<file path="src/rtl/node_injection_scheduler.sv">
// node_injection_scheduler
//   Injection controller for one mesh node's local input port. It shares that
//   port among NUM_REQ traffic sources using packet-level round-robin
//   arbitration. Each granted packet gets one VC. The packet is cut into
//   HEAD/BODY/TAIL (or a single HEADTAIL) flit stream, and every flit waits on
//   the per-VC on/off credit of the port.
//
// Flit layout on data_o (MSB first):
//   [FLIT_W-1 -: 2]           label: 00 HEAD, 01 BODY, 10 TAIL, 11 HEADTAIL
//   [FLIT_DATA_SIZE +: VC_SIZE] vc_id
//   [FLIT_DATA_SIZE-1:0]      head: {x_dest, y_dest, head_pl}; body/tail: bt_pl
//
// Ports:
//   clk, rst          clock, synchronous active-high reset
//   req_i             per-requester packet pending
//   x_dest_i/y_dest_i per-requester destination, sampled with the head flit
//   len_i             per-requester length in flits, sampled at grant
//                     (0 -> 1, >MAX_PKT_LEN -> MAX_PKT_LEN)
//   payload_i         per-requester current payload word
//   flit_ack_o        combinational one-hot; the payload word is consumed this edge
//   gnt_o             registered one-hot owner of the port
//   done_o            one-cycle pulse aligned with the tail flit on data_o
//   busy_o            high while a packet is being sent
//   data_o            flit into the router; is_valid_o qualifies it
//   is_on_off_i       per-VC on/off credit
//   is_allocatable_i  per-VC free indication
module node_injection_scheduler #(
  parameter int unsigned NUM_REQ          = 4,
  parameter int unsigned MAX_PKT_LEN      = 8,
  parameter int unsigned LEN_W            = $clog2(MAX_PKT_LEN + 1),
  parameter int unsigned VC_NUM           = 4,
  parameter int unsigned VC_SIZE          = (VC_NUM > 1) ? $clog2(VC_NUM) : 1,
  parameter int unsigned DEST_ADDR_SIZE_X = 4,
  parameter int unsigned DEST_ADDR_SIZE_Y = 4,
  parameter int unsigned FLIT_DATA_SIZE   = 32,
  parameter int unsigned FLIT_W           = 2 + VC_SIZE + FLIT_DATA_SIZE
) (
  input  logic                                             clk,
  input  logic                                             rst,
  input  logic [NUM_REQ-1:0]                               req_i,
  input  logic [NUM_REQ-1:0][DEST_ADDR_SIZE_X-1:0]         x_dest_i,
  input  logic [NUM_REQ-1:0][DEST_ADDR_SIZE_Y-1:0]         y_dest_i,
  input  logic [NUM_REQ-1:0][LEN_W-1:0]                    len_i,
  input  logic [NUM_REQ-1:0][FLIT_DATA_SIZE-1:0]           payload_i,
  output logic [NUM_REQ-1:0]                               flit_ack_o,
  output logic [NUM_REQ-1:0]                               gnt_o,
  output logic [NUM_REQ-1:0]                               done_o,
  output logic                                             busy_o,
  output logic [FLIT_W-1:0]                                data_o,
  output logic                                             is_valid_o,
  input  logic [VC_NUM-1:0]                                is_on_off_i,
  input  logic [VC_NUM-1:0]                                is_allocatable_i
);

  localparam int unsigned REQ_W             = $clog2(NUM_REQ);
  localparam int unsigned HEAD_PAYLOAD_SIZE = FLIT_DATA_SIZE - DEST_ADDR_SIZE_X - DEST_ADDR_SIZE_Y;

  localparam logic [1:0] LblHead     = 2'b00;
  localparam logic [1:0] LblBody     = 2'b01;
  localparam logic [1:0] LblTail     = 2'b10;
  localparam logic [1:0] LblHeadTail = 2'b11;

  localparam logic [LEN_W-1:0] LenOne = LEN_W'(1);
  localparam logic [LEN_W-1:0] LenMax = LEN_W'(MAX_PKT_LEN);

  typedef enum logic {StIdle, StSend} state_t;

  state_t             state_q;
  logic [REQ_W-1:0]   rr_ptr_q;
  logic [REQ_W-1:0]   cur_req_q;
  logic [VC_SIZE-1:0] cur_vc_q;
  logic [LEN_W-1:0]   len_q;
  logic [LEN_W-1:0]   cnt_q;

  // Arbitration results
  logic               req_found;
  logic [REQ_W-1:0]   win;
  logic [REQ_W-1:0]   cand;
  logic               vc_found;
  logic [VC_SIZE-1:0] vc_win;
  logic [LEN_W-1:0]   len_sel;
  logic [LEN_W-1:0]   len_eff;

  // Flit assembly
  logic                      cur_on;
  logic                      last_flit;
  logic [1:0]                label;
  logic [FLIT_DATA_SIZE-1:0] flit_data;
  logic [FLIT_W-1:0]         flit_next;

  // Round-robin search starting at rr_ptr_q; lowest-index eligible VC.
  always_comb begin
    req_found = 1'b0;
    win       = '0;
    cand      = '0;
    for (int unsigned i = 0; i < NUM_REQ; i++) begin
      cand = REQ_W'((32'(rr_ptr_q) + i) % NUM_REQ);
      if (!req_found && req_i[cand]) begin
        req_found = 1'b1;
        win       = cand;
      end
    end

    vc_found = 1'b0;
    vc_win   = '0;
    for (int unsigned v = 0; v < VC_NUM; v++) begin
      if (!vc_found && is_allocatable_i[v] && is_on_off_i[v]) begin
        vc_found = 1'b1;
        vc_win   = VC_SIZE'(v);
      end
    end

    len_sel = len_i[win];
    if (len_sel == '0) begin
      len_eff = LenOne;
    end else if (len_sel > LenMax) begin
      len_eff = LenMax;
    end else begin
      len_eff = len_sel;
    end
  end

  always_comb begin
    cur_on    = is_on_off_i[cur_vc_q];
    last_flit = (cnt_q == len_q - LenOne);

    if (len_q == LenOne) begin
      label = LblHeadTail;
    end else if (cnt_q == '0) begin
      label = LblHead;
    end else if (last_flit) begin
      label = LblTail;
    end else begin
      label = LblBody;
    end

    // Head flits carry the destination plus the low payload bits.
    if (cnt_q == '0) begin
      flit_data = {x_dest_i[cur_req_q], y_dest_i[cur_req_q],
                   payload_i[cur_req_q][HEAD_PAYLOAD_SIZE-1:0]};
    end else begin
      flit_data = payload_i[cur_req_q];
    end
    flit_next = {label, cur_vc_q, flit_data};

    flit_ack_o = '0;
    if (state_q == StSend) begin
      flit_ack_o[cur_req_q] = cur_on;
    end
    busy_o = (state_q == StSend);
  end

  always_ff @(posedge clk) begin
    if (rst) begin
      state_q    <= StIdle;
      rr_ptr_q   <= '0;
      cur_req_q  <= '0;
      cur_vc_q   <= '0;
      len_q      <= '0;
      cnt_q      <= '0;
      gnt_o      <= '0;
      done_o     <= '0;
      is_valid_o <= 1'b0;
      data_o     <= '0;
    end else begin
      done_o     <= '0;
      is_valid_o <= 1'b0;
      case (state_q)
        StIdle: begin
          if (req_found && vc_found) begin
            cur_req_q <= win;
            cur_vc_q  <= vc_win;
            len_q     <= len_eff;
            cnt_q     <= '0;
            gnt_o     <= NUM_REQ'(1) << win;
            rr_ptr_q  <= (win == REQ_W'(NUM_REQ - 1)) ? '0 : win + REQ_W'(1);
            state_q   <= StSend;
          end
        end
        StSend: begin
          // A stall simply skips the emit; cnt_q holds.
          if (cur_on) begin
            data_o     <= flit_next;
            is_valid_o <= 1'b1;
            cnt_q      <= cnt_q + LenOne;
            if (last_flit) begin
              state_q <= StIdle;
              gnt_o   <= '0;
              done_o  <= NUM_REQ'(1) << cur_req_q;
            end
          end
        end
        default: state_q <= StIdle;
      endcase
    end
  end

endmodule

</file>
<file path="config.mk">
export PLATFORM = sky130hd
export DESIGN_NAME = node_injection_scheduler
export DESIGN_NICKNAME = d
export VERILOG_FILES = /design/src/rtl/node_injection_scheduler.sv
export SDC_FILE = /design/constraint.sdc
export NUM_CORES = 1
export LEC_CHECK = 0
export CORE_MARGIN = 10
export CORE_UTILIZATION = 39
export DETAILED_ROUTE_END_ITERATION = 16
export MAX_ROUTING_LAYER = met4
export PLACE_DENSITY = 0.86
export SKIP_LAST_GASP = 1
export SLEW_MARGIN = 30
export SYNTH_ARGS = -nofsm -noshare
export SYNTH_HDL_FRONTEND = slang
export SYNTH_SLANG_ARGS = --single-unit
</file>
<file path="constraint.sdc">
create_clock -name clk -period 3.01 [get_ports clk]
set_clock_uncertainty 0.1 [all_clocks]
set_input_delay 0.301 -clock clk [delete_from_list [all_inputs] [get_ports clk]]
set_output_delay 0.301 -clock clk [all_outputs]
set_load 0.01 [all_outputs]
</file>
* Yosys cells after proc, flatten, opt, wreduce, memory -nomap -nowiden
Cells that the tools add are included.
Storage, ports and cells: bits in registers 60, input bits 190, output and inout bits 50, logic and storage cells 118
Cells by class: add/subtract/negate cells 6, order comparisons 9, eq/ne operators 6, shift operators 2, muxes and demuxes 55, bitwise gates (word level) 4, reduce and logical (&&, ||, !) cells 26
Operators with widths (number):
- binary-select mux 32 bit (select 2 bit) | 1
- two-way mux 32 bit | 2
- two-way mux 4 bit | 11
- binary-select mux 4 bit (select 2 bit) | 3
- less-than comparator 2 x 3 -> 1 bit (second input constant) | 7
- two-way mux 2 bit | 10
- two-way mux 1 bit | 19
- one-hot mux 4 bit (2 select lines) | 2
- logical AND 1 bit | 12
- binary-select mux 1 bit (select 2 bit) | 5
- logical NOT 4 bit | 2
- << shifter 1 x 2 -> 4 bit (first input constant) | 2
- logical NOT 1 bit | 6
- AND reduction 2 bit | 3
- adder 2 x 1 -> 2 bit (second input constant) | 2
- adder 2 bit (second input constant) | 2
- adder 4 x 1 -> 4 bit (second input constant) | 1
- AND 4 bit | 1
- == test 4 x 1 -> 1 bit (second input constant) | 1
- == test 4 bit | 1
- > comparator 4 bit (second input constant) | 1
- inequality test 2 x 1 -> 1 bit (second input constant) | 2
- OR reduction 4 bit | 1
- subtractor 4 x 1 -> 4 bit (second input constant) | 1
- 8 further kinds | 10

* Logic depth before layout (Yosys ltp)
word-level depth 17, gate-level depth with buffers 8, depth with buffers taken out 8

* Least setup slack after synthesis
No wires, ideal clock.
path kind input port to flip-flop, start point input port req_i[2], end point register len_q[2], setup time 0.117 ns, data arrival time 1.755 ns, data required time 2.793 ns, slack 1.038 ns, stages on the path 7, buffers on the path 1, cell sequence nor2b_1 or4_1 buf_2 a21bo_1 a32oi_2 nor3_2 a22o_1
Between the ends: cells in the longest elaborated chain, start to end 17, elaborated cells on any way between the ends 30, those cells by class 1 x order compare; 20 x mux; 9 x reduce/logical
Ends and longest elaborated chain:
- from (decl) | RTL line 40 | input logic [NUM_REQ-1:0] req_i,
- binary-select mux 1 bit (select 2 bit) | RTL line 98 | if (!req_found && req_i[cand]) begin
- two-way mux 1 bit (implied by the code) | RTL line 98
- two-way mux 1 bit | RTL line 98
- logical NOT 1 bit | RTL line 98
- logical AND 1 bit | RTL line 98
- two-way mux 1 bit | RTL line 98
- logical NOT 1 bit | RTL line 98
- logical AND 1 bit | RTL line 98
- two-way mux 1 bit | RTL line 98
- logical NOT 1 bit | RTL line 98
- logical AND 1 bit | RTL line 98
- two-way mux 2 bit | RTL line 98
- binary-select mux 4 bit (select 2 bit) | RTL line 113 | len_sel = len_i[win];
- two-way mux 4 bit (implied by the code) | RTL line 113
- > comparator 4 bit | RTL line 116 | end else if (len_sel > LenMax) begin
- two-way mux 4 bit | RTL line 116
- two-way mux 4 bit | RTL line 114 | if (len_sel == '0) begin
- to (signal assigned) | RTL line 173 | len_q <= len_eff;
- to (decl) | RTL line 72 | logic [LEN_W-1:0] len_q;
Several ways; a longest one is shown, not always the timed one. The select of a mux whose other input is x is not followed. A chain may end at the register's enable or synchronous reset.

* Worst setup path in the final report
start point register cur_vc_q[0], end point output port flit_ack_o[2]
Between the ends: cells in the longest elaborated chain, start to end 4
Ends and longest elaborated chain:
- from (decl) | RTL line 71 | logic [VC_SIZE-1:0] cur_vc_q;
- from (signal assigned) | RTL line 172 | cur_vc_q <= vc_win;
- binary-select mux 1 bit (select 2 bit) | RTL line 124 | cur_on = is_on_off_i[cur_vc_q];
- two-way mux 1 bit (implied by the code) | RTL line 124
- AND 4 bit (no line)
- two-way mux 4 bit | RTL line 147 | if (state_q == StSend) begin
- to (decl) | RTL line 45 | output logic [NUM_REQ-1:0] flit_ack_o,
Every way passes these cells. The select of a mux whose other input is x is not followed.

==> results.md <==
- The core area is 9150 um^2.
- Post-CTS repair changed the size of 0 cells.
- The via count of the first global-routing pass is 4351.
- For flop-to-flop paths, the worst setup slack is 860 ps.
- Counting along the longest clock path gives a buffer depth of 2.
- The class of the most critical hold timing path is reg -> reg.
- The via density per instance is 5.37.
- The post-route DRC violation count is 0.
- The clock sink count is 60.
- The cell area power density is 383 nW/um^2.
- The DRC marker count from the first detailed-route iteration is 188.
- The sequential fraction of the synthesis area is 33.0%.
- The type of element launching the critical path is a flip-flop.
- The TritonCTS clock tree is built.
- Clock tree synthesis inserted a total of 9 buffers.
- The routed design could run at a clock period as short as 2610 ps.
- The count of distinct cell types in the synthesized netlist is 45.
- For the pin with the worst max-slew slack, the measured transition is 840 ps.
- The global placer's final weighted congestion is 0.881.
- The final period utilization is 86.6%.
- The initial core utilization is 39.8%.
- The primary flip-flop cell chosen by synthesis mapping is sky130_fd_sc_hd__dfxtp_1.
- The layout overhead on the synthesized area is 72.4%.
- Port buffering added 239 buffers.
- Each instance of the synthesized netlist takes up on average 9.67 um^2.
- The placed instances occupy a cell area of 6110 um^2.
- The clock slew seen by the registers of the worst setup and hold paths is 70 ps.
- Once detail routing completed, the nets flagged for antenna violations numbered 0.
- In this design, the stage delay of the slowest critical-path cell is 530 ps.
- Walking the worst path, the cells encountered are mux4_2, nand2_1, nor2_1, clkdlybuf4s50_1.
- The routed layout has 3874 vias.
- The worst setup path is captured at an output pin.
- Summed over all layers, the routed wires come to 14300 um.
- The peak supply drop is 0.000218 V.
- After synthesis, the cell types taking the most area are sky130_fd_sc_hd__dfxtp_1, sky130_fd_sc_hd__mux4_2, sky130_fd_sc_hd__nand2_1.
- The clock latency on the worst-skew pair is 340 ps.
- For this design the static power due to leakage is 2.27 nW.
- For the final routed database, the setup TNS stands at 0 ps.
- After floorplanning, the core was divided into 35 placement rows.
- The clock tree synthesis step divided the H-tree into 3 levels.
- The post-synth design cell area is 3640 um^2.
- The count of warnings emitted by yosys is 0.
- The cell taking the most area after synthesis is sky130_fd_sc_hd__dfxtp_1.
- For this run, asynchronously set or reset flops after synthesis account for 0%.
- In this run the worst path has a maximum fanout of 12.
- From bottom edge to top edge, the die measures 117 um.
- The global-route usage over all layers is 21.3%.
- The synthesized design devotes to its leading area cell type 33.0% of total area.
- Measured in cells, the most critical reg-to-reg path has a length of 6.
- Entering global routing, the biggest net connects 45 pins.
- The post-DP HPWL is 12100 um.
- Setup repair after global routing left no endpoint under its margin.
- The final cell count without fillers is 721.
- The number of primary I/O pins is 240.
- Max-cap violations in this run came to 0.
- 0 antenna diodes ended up in the layout.
- Once the clock tree was built, the setup fixing pass inserted 0 buffers.
- The aggregate global routing overflow is 0.
- The number of failing hold endpoints at the final stage was 0.
- The mean routed wirelength per cell is 19.9 um.
- Synthesis produced 377 cells.
- The first global-routing pass estimated 21900 um of wire.
- The flow ran to the end, and the final reports show no timing, DRC or antenna violations.
- The post-synth net total is 575.
- The cell chosen for the clock root is sky130_fd_sc_hd__clkbuf_8.
- The critical path starts at cur_vc_q[0].
- The share of cells above drive strength 1 is 12.8%.
- The number of flops mapped to enable cells by yosys is 0.
- The final layout contains 803 nets.
- By startpoint and endpoint, the worst setup path is classified as reg -> out.
- The fmax is 383 MHz.
- The relative slew slack is 44.0%.
- The flip-flop and latch count after synthesis is 60.
- The cell area after layout is 6280 um^2.
- Setup violations remaining at the end of the flow were counted as 0.
- The critical path endpoint is flit_ack_o[2].
- In this run the critical register-to-register path is captured at done_o[0].
- The floorplan step defined a die boundary enclosing 13600 um^2.
- For this run, the detailed router's first-pass iteration total came to 4.
- The reg-to-reg startpoint is cur_vc_q[0].
- The number of antenna violations at the first check in global routing is 0.
- The count of placed standard cells including taps is 705.
- Buffers inserted to repair hold after CTS numbered 0.
- Data on the critical path arrives at its endpoint at 2210 ps.
- The critical path required time is 2610 ps.
- The die is 117 um wide.
- The max-slew violation total from the final report is 0.
- The cell with the largest stage delay on the worst path is sky130_fd_sc_hd__mux4_2.
==> per-stage QoR <==
step                worst slack, ps  hold WS [ps]  power [mW]  utilization, %
global placement                459           342        1.78            66.8
global route                    301           382        2.55            68.6
finish                          402           356        2.40            68.6
detailed placement              388           346        1.81            66.8
floorplan                      1040           285        1.37               -
CTS                             355           356        2.44            68.6
==> state kept, by name, summed over array words and instances, names as in the netlist <==
name and flops:
cur_vc_q 2, done_o 4, len_q 4, rr_ptr_q 2
busy_o 1, gnt_o 4, cnt_q 4, is_valid_o 1
data_o 36, cur_req_q 2
==> placed cells by master, fill, tap and decap left out, drive strengths merged, types with 5 or more instances in the layout <==
master,netlist,final
clkinv,0,5
clkbuf,17,9
xor2,5,5
a211oi,13,13
a21oi,36,36
buf,13,9
nor2,36,36
inv,7,7
clkdlybuf4s50,0,238
a22oi,5,5
nor3,8,8
and3,6,6
mux4,41,41
nor2b,5,5
ha,8,8
dfxtp,60,60
nand2,70,70
mux2i,8,8
==> where the power goes <==
group,internal (mW),switching (mW),leakage (nW)
combinational,0.538,0.344,1.70
clock,0.293,0.329,0.0848
sequential,0.853,0.0490,0.490
==> worst max-delay path, delay by kind of cell (launching register included) <==
family                 cells  cell delay (ps)
AND/OR/NAND/NOR            2              430
multiplexers               1              530
flip-flops                 1              390
buffers and inverters      1              500
==> cells by family (layout without fill, tap and decap cells) <==
group,after synthesis,count (layout),share of synthesized area [%]
and+or+nand+nor,142,142,17.3
AOI/OAI and AO/OA,74,74,13.7
DFF,60,60,33.0
muxes,49,49,27.5
buffers and inverters,37,270,4.15
adders and majority gates,8,8,2.75
xor gates and xnor gates,7,7,1.68
==> area by class of cell <==
type	count	area (um^2)
fill	687	2870
timing repair buffer	247	2450
multi-input combinational	280	2300
sequential	60	1200
tap	111	139
clock buffer	9	124
clock inverter	7	43.8
inverter	7	26.3
==> layer usage <==
metal  global-route usage [%]  part of all wire, %  vias up
met2                     36.7                   53      194
met1                     22.6                   36     1820
met4                     7.08                  2.1        0
met3                     7.24                  9.2       20
met5                        -                    0        -
li1                         -                    -     1840
==> cell usage after synthesis (3+ instances only) <==
| master | count |
|---|---|
| sky130_fd_sc_hd__buf_2 | 10 |
| sky130_fd_sc_hd__ha_1 | 8 |
| sky130_fd_sc_hd__a21oi_1 | 36 |
| sky130_fd_sc_hd__nor2b_1 | 5 |
| sky130_fd_sc_hd__clkbuf_1 | 17 |
| sky130_fd_sc_hd__mux2i_1 | 8 |
| sky130_fd_sc_hd__a211o_1 | 3 |
| sky130_fd_sc_hd__a22oi_1 | 5 |
| sky130_fd_sc_hd__a211oi_1 | 11 |
| sky130_fd_sc_hd__o21ai_1 | 3 |
| sky130_fd_sc_hd__a22o_1 | 4 |
| sky130_fd_sc_hd__dfxtp_1 | 60 |
| sky130_fd_sc_hd__and3_1 | 6 |
| sky130_fd_sc_hd__xor2_1 | 5 |
| sky130_fd_sc_hd__buf_1 | 3 |
| sky130_fd_sc_hd__nand2_1 | 69 |
| sky130_fd_sc_hd__mux4_2 | 41 |
| sky130_fd_sc_hd__nand2b_1 | 3 |
| sky130_fd_sc_hd__nor3_1 | 7 |
| sky130_fd_sc_hd__inv_1 | 5 |
| sky130_fd_sc_hd__nor2_1 | 36 |
==> worst min path at each step <==
stage / from / end / slack [ps] / cells after the start
after floorplan: rst / is_valid_o / 290 / 1
after global placement: data_o[0] / data_o[0] / 340 / 2
after detailed placement: data_o[33] / data_o[33] / 350 / 2
after CTS: data_o[33] / data_o[33] / 360 / 2
after global routing: data_o[21] / data_o[21] / 380 / 2
final: data_o[33] / data_o[33] / 360 / 2
(Power assumes the default switching activity.)
